--- config.mk ---
export PLATFORM = sky130hd
export DESIGN_NAME = spectrum_bar_builder_flat
export DESIGN_NICKNAME = d
export VERILOG_FILES = /design/src/rtl/spectrum_bar_builder_if.sv /design/src/rtl/spectrum_bar_builder.sv /design/src/flat_wrapper.sv
export SDC_FILE = /design/constraint.sdc
export NUM_CORES = 2
export LEC_CHECK = 0
export ABC_AREA = 1
export CORE_MARGIN = 2
export CORE_UTILIZATION = 55
export CTS_BUF_LIST = sky130_fd_sc_hd__clkbuf_4 sky130_fd_sc_hd__clkbuf_8 sky130_fd_sc_hd__clkbuf_16
export DETAILED_ROUTE_END_ITERATION = 7
export GPL_ROUTABILITY_DRIVEN = 0
export PLACE_DENSITY = 0.81
export SETUP_SLACK_MARGIN = 0.2
export SLEW_MARGIN = 20
export SYNTH_ARGS = -nofsm -noshare
export SYNTH_HDL_FRONTEND = slang
export SYNTH_SLANG_ARGS = --single-unit
--- constraint.sdc ---
create_clock -name Clk -period 5 [get_ports Clk]
set_input_delay 0.5 -clock Clk [delete_from_list [all_inputs] [get_ports Clk]]
set_output_delay 0.5 -clock Clk [all_outputs]
set_load 0.02 [all_outputs]
--- src/rtl/spectrum_bar_builder_if.sv ---
// Bin stream handshake between the FFT magnitude source and the bar builder.
interface spectrum_bar_builder_if;
  logic        bin_valid;
  logic        bin_ready;
  logic [23:0] bin_mag;
  logic        bin_last;

  modport master (
    output bin_valid,
    output bin_mag,
    output bin_last,
    input  bin_ready
  );

  modport slave (
    input  bin_valid,
    input  bin_mag,
    input  bin_last,
    output bin_ready
  );
endinterface

--- src/rtl/spectrum_bar_builder.sv ---
// Reduces a streamed FFT magnitude frame to 10 band peaks, applies peak-hold with
// linear decay and publishes the held levels only on a frame tick.
module spectrum_bar_builder #(
  parameter int unsigned BINS_PER_BAND = 16,
  parameter logic [23:0] DECAY         = 24'h004000,
  parameter logic [23:0] LEVEL_MAX     = 24'h77C000
) (
  input  logic                   Clk,
  input  logic                   Reset_n,
  spectrum_bar_builder_if.slave  bin,
  input  logic                   frame_tick,
  output logic [23:0]            x0,
  output logic [23:0]            x1,
  output logic [23:0]            x2,
  output logic [23:0]            x3,
  output logic [23:0]            x4,
  output logic [23:0]            x5,
  output logic [23:0]            x6,
  output logic [23:0]            x7,
  output logic [23:0]            x8,
  output logic [23:0]            x9,
  output logic                   frame_drop
);

  localparam int unsigned NumBands = 10;
  localparam int unsigned SubW     = (BINS_PER_BAND > 1) ? $clog2(BINS_PER_BAND) : 1;
  localparam logic [SubW-1:0] SubLast = SubW'(BINS_PER_BAND - 1);

  typedef enum logic [1:0] {StAccum, StHold, StCommit} state_e;

  state_e      state_q;
  logic        ready_q;
  logic        drop_q;
  logic [23:0] x_q   [NumBands];
  logic [23:0] acc_q [NumBands];
  // Bin index split into band and bin-within-band; band_q == NumBands means saturated.
  logic [3:0]      band_q;
  logic [SubW-1:0] sub_q;

  logic xfer;
  logic in_range;

  assign xfer     = bin.bin_valid & ready_q;
  assign in_range = band_q < 4'(NumBands);

  function automatic logic [23:0] sat_dec(input logic [23:0] a);
    return (a < DECAY) ? 24'd0 : (a - DECAY);
  endfunction

  function automatic logic [23:0] commit_level(input logic [23:0] acc, input logic [23:0] x);
    logic [23:0] d;
    logic [23:0] m;
    d = sat_dec(x);
    m = (acc > d) ? acc : d;
    return (m > LEVEL_MAX) ? LEVEL_MAX : m;
  endfunction

  // Frame FSM: accumulate band peaks, hold for the tick, then commit all bands at once.
  always_ff @(posedge Clk or negedge Reset_n) begin
    if (!Reset_n) begin
      state_q <= StAccum;
      ready_q <= 1'b1;
      drop_q  <= 1'b0;
      band_q  <= 4'd0;
      sub_q   <= '0;
      for (int k = 0; k < NumBands; k++) begin
        x_q[k]   <= 24'd0;
        acc_q[k] <= 24'd0;
      end
    end else begin
      drop_q <= 1'b0;
      unique case (state_q)
        StAccum: begin
          if (xfer && in_range) begin
            for (int k = 0; k < NumBands; k++) begin
              if ((band_q == 4'(k)) && (bin.bin_mag > acc_q[k])) begin
                acc_q[k] <= bin.bin_mag;
              end
            end
            if (sub_q == SubLast) begin
              sub_q  <= '0;
              band_q <= band_q + 4'd1;
            end else begin
              sub_q <= sub_q + SubW'(1);
            end
          end
          if (xfer && bin.bin_last) begin
            // A coincident tick skips HOLD; decay is folded into the commit.
            ready_q <= 1'b0;
            state_q <= frame_tick ? StCommit : StHold;
          end else if (frame_tick) begin
            // Tick before a full frame: decay only, keep accumulating.
            for (int k = 0; k < NumBands; k++) begin
              x_q[k] <= sat_dec(x_q[k]);
            end
            drop_q <= 1'b1;
          end
        end
        StHold: begin
          if (frame_tick) begin
            state_q <= StCommit;
          end
        end
        StCommit: begin
          for (int k = 0; k < NumBands; k++) begin
            x_q[k]   <= commit_level(acc_q[k], x_q[k]);
            acc_q[k] <= 24'd0;
          end
          band_q  <= 4'd0;
          sub_q   <= '0;
          ready_q <= 1'b1;
          state_q <= StAccum;
        end
        default: begin
          ready_q <= 1'b1;
          state_q <= StAccum;
        end
      endcase
    end
  end

  assign bin.bin_ready = ready_q;
  assign frame_drop    = drop_q;
  assign x0 = x_q[0];
  assign x1 = x_q[1];
  assign x2 = x_q[2];
  assign x3 = x_q[3];
  assign x4 = x_q[4];
  assign x5 = x_q[5];
  assign x6 = x_q[6];
  assign x7 = x_q[7];
  assign x8 = x_q[8];
  assign x9 = x_q[9];

endmodule

--- src/flat_wrapper.sv ---
// flat-port wrapper written by rule: the top's interface ports become plain ports
module spectrum_bar_builder_flat 
#(
  parameter int unsigned BINS_PER_BAND = 16,
  parameter logic [23:0] DECAY         = 24'h004000,
  parameter logic [23:0] LEVEL_MAX     = 24'h77C000
)
  (Clk, Reset_n, frame_tick, x0, x1, x2, x3, x4, x5, x6, x7, x8, x9, frame_drop, bin_bin_valid, bin_bin_mag, bin_bin_last, bin_bin_ready);
  spectrum_bar_builder_if bin_i ();
  input  logic Clk;
  input  logic Reset_n;
  input  logic frame_tick;
  output logic [23:0] x0;
  output logic [23:0] x1;
  output logic [23:0] x2;
  output logic [23:0] x3;
  output logic [23:0] x4;
  output logic [23:0] x5;
  output logic [23:0] x6;
  output logic [23:0] x7;
  output logic [23:0] x8;
  output logic [23:0] x9;
  output logic frame_drop;
  input wire logic [$bits(bin_i.bin_valid)-1:0] bin_bin_valid;
  input wire logic [$bits(bin_i.bin_mag)-1:0] bin_bin_mag;
  input wire logic [$bits(bin_i.bin_last)-1:0] bin_bin_last;
  output wire logic [$bits(bin_i.bin_ready)-1:0] bin_bin_ready;
  assign bin_i.bin_valid = bin_bin_valid;
  assign bin_i.bin_mag = bin_bin_mag;
  assign bin_i.bin_last = bin_bin_last;
  assign bin_bin_ready = bin_i.bin_ready;
  spectrum_bar_builder #(.BINS_PER_BAND(BINS_PER_BAND), .DECAY(DECAY), .LEVEL_MAX(LEVEL_MAX)) u_core (.Clk(Clk), .Reset_n(Reset_n), .bin(bin_i), .frame_tick(frame_tick), .x0(x0), .x1(x1), .x2(x2), .x3(x3), .x4(x4), .x5(x5), .x6(x6), .x7(x7), .x8(x8), .x9(x9), .frame_drop(frame_drop));
endmodule
==> out/qor.yml <==
cp-end-kind: "flop"
fill_cells: 6784
core_area_um2: 75950
crit_start: "u_core.x1[14]"
numPlacedInstances: 7601
hp-class: "primary input to async pin"
post-route-period-util_pct: 86.53
hold_viol: 0
synth-edff-count: 0
yosysWarnings: 0
max_freq_mhz: 231.1
clk_pin_slew_ns: 0.06
finalSetupViolations: 0
antenna_left: 0
critPathRequiredTime_ns: 5.53
h-tree-depth: 2
max_slew_margin_pct: 17.04
rows: 101
critPathCapture: "u_core.x1[20]"
drt_iter0_drc: 4249
post-place-ws_ns: 0.4742
cts_buffers: 59
reg2reg_to: "u_core.x1[20]"
fin_skew_ns: 0.02481
dp.final_hpwl_um: 96480
top_register: "u_core.acc_q"
die_w_um: 281.1
dr.pass1.iters: 7
ys_seq_elements: 492
initial_core_util_pct: 55.61
irDropWorstVdd_uv: 361.2
p_leak_nw: 25.95
insertion_delay_ns: 0.65
synth_cell_types: 49
worst-setup-path-type: "flop to flop"
maxCapViolations: 0
power_density_nw_per_um2: 743.5
reg2reg_depth: 25
finalNonFillerCells: 7714
worst_slack_ns: 0.6736
synth-async-reset-ratio_pct: 100.0
tightest_slew_ns: 1.241
arrival_ns: 4.85
grt_pass1_vias: 40537
antenna_found_initial: 5
drcViolationCount: 0
track_usage_pct: 34.07
die_height_um: 281.1
syn_avg_cell_area_um2: 6.527
die-area_um2: 79030
areaGrowthSynthToFinish_pct: 13.40
drt-total-wl_um: 135900
r2r-start: "u_core.x1[14]"
avgViaCountPerCell: 5.637
rrSetupSlack_ns: 0.67
grt_max_degree: 172
synth_area_um2: 42240
drv_slew: 0
run_status: "completed"
clock_path_buffers: 3
largest_register_ffs: 240
grt_pass1_wl_um: 214500
grt_overflow: 0
synth_nets: 6995
cp_max_fo: 27
root_buffer: "clkbuf_16"
drive_gt1_share_pct: 4.731
nets: 7159
rsz0062_at_grt: "no"
cts.sinks: 492
synth_ff_type: "dfrtp_1"
syn_inst: 6471
fin_crit_ns: 4.326
fin_tns_setup_ns: 0
ys_seq_area_share_pct: 29.15
crit_path_start_kind: "flop"
vias: 43485
cts_tree: "yes"
portBuffers: 270
wire_per_inst_um: 17.62
io_pins: 271
-- worst max-delay path, stage by stage (launching register included) --
cell and delay [ns]:
dfrtp_1 0.40, inv_1 0.10, ha_1 0.17, inv_1 0.05
nor2_1 0.13, nand3_1 0.12, nor2_2 0.14, nand3_2 0.13
inv_1 0.23, a21oi_1 0.08, nand2_1 0.13, ha_1 0.28
a21oi_1 0.15, nand2_1 0.06, a21oi_1 0.22, nand3_2 0.12
nand2_2 0.40, o21ai_0 0.20, nor2_1 0.13, nand2_1 0.07
nor2_1 0.15, nand3_1 0.11, nand2_2 0.34, nand2_1 0.16
nand2_1 0.09, nand2_1 0.04
-- repair_timing --
item                       4_1_cts  5_1_grt
hold buffers                     1        0
setup buffers                    0        2
setup endpoints to repair        0       53
resized for setup                0        6
hold endpoints to repair        54        0
-- logic make-up after synthesis --
group	after synthesis	synth area share, %
xor gates and xnor gates	35	0.7258
and+or+nand+nor	3150	30.59
DFF	492	29.15
AOI/OAI and AO/OA	1132	13.94
adders and majority gates	495	14.66
buffers and inverters	1167	10.93
-- per-layer routing --
layer / track usage, % / part of all wire (%)
met5: 0 / 0.0096
met4: 20.18 / 6.4
met3: 6.343 / 10
met2: 53.05 / 44
met1: 44.12 / 40
-- where the power goes --
part           total, W  internal, W  switching, W
sequential      0.00805      0.00575       0.00230
clock           0.00448      0.00260       0.00188
combinational    0.0231      0.00817        0.0149
-- cells in the mapped netlist, types with 7 or more instances --
master       n  share of area [%]
o21a_1       7               0.12
a21oi_2     12               0.25
nand2_1   1993                 18
o211ai_1     8               0.14
xnor2_1      8               0.17
a211oi_1     8               0.14
a21oi_1    580                6.9
o21bai_1    10               0.18
o21ai_0    472                5.6
nor4_1       7               0.10
nor2_2      15               0.22
nand2_4      9               0.24
clkbuf_1   173                1.5
nand3_1    363                4.3
a21o_1      20               0.36
buf_4        8               0.14
inv_2       11              0.098
or2_2       14               0.21
nand2_2     32               0.47
nor2_1     599                5.3
nand4_1     51               0.76
buf_2       49               0.58
xor2_1      27               0.56
dfrtp_1    491                 29
or3_1        7               0.10
ha_1       495                 15
nand3_2     14               0.33
nor3_1      23               0.27
buf_6       17               0.45
inv_1      902                8.0
-- layout by cell type (no fill, tap or decap), types with 8 or more instances in the layout --
cell and count:
nand2_2 28, nand2_1 1993, o211ai_1 8, nor2_2 15, nor2_1 598, nand2_4 13
buf_4 71, buf_12 13, clkbuf_16 61, a21oi_2 12, a21o_1 20, ha_1 495
a211oi_1 8, xnor2_1 8, or2_2 14, nand3_1 363, clkdlybuf4s50_1 269, xor2_1 27
dfrtp_1 491, inv_1 901, clkbuf_4 11, nand3_2 14, nand4_1 51, nor3_1 23
clkbuf_8 8, o21ai_0 469, inv_2 11, o21bai_1 10, clkinv_2 13, a21oi_1 579
-- metrics by stage --
step | total power, W | instance area [um2] | hold WS [ns] | utilization (%)
3_5_place_dp | 0.03058 | 45850 | 0.4894 | 60.37
4_1_cts | 0.03525 | 47840 | 0.4991 | 62.99
5_1_grt | 0.03917 | 47890 | 0.5254 | 63.05
6_report | 0.03561 | 47900 | 0.4999 | 63.06
2_1_floorplan | 0.02409 | 42240 | 0.2044 | -
3_3_place_gp | 0.02975 | 45850 | 0.4855 | 60.37
-- final cells by class --
type / count / area (um2) / share of cell area, %
Multi-Input combinational cell: 4812 / 25350 / 52.92
Sequential cell: 492 / 12310 / 25.71
Timing Repair Buffer: 355 / 3511 / 7.330
Inverter: 915 / 3452 / 7.207
Clock buffer: 80 / 1719 / 3.589
Tap cell: 1030 / 1289 / 2.691
Clock inverter: 26 / 255.2 / 0.5329
Antenna cell: 4 / 10.01 / 0.02090
-- worst min-delay path by stage --
stage                   from                    to  depth (start not counted)
2_1_floorplan        Reset_n       u_core.acc_q[0]                          0
3_3_place_gp   u_core.x8[14]         u_core.x8[14]                          2
3_5_place_dp   u_core.x2[14]         u_core.x2[14]                          2
4_1_cts         bin_bin_last  u_core.bin.bin_ready                          4
5_1_grt           frame_tick     u_core.state_q[0]                          2
6_report             Reset_n          u_core.x5[4]                          2
Note: power is estimated with default switching activity, not from simulation.
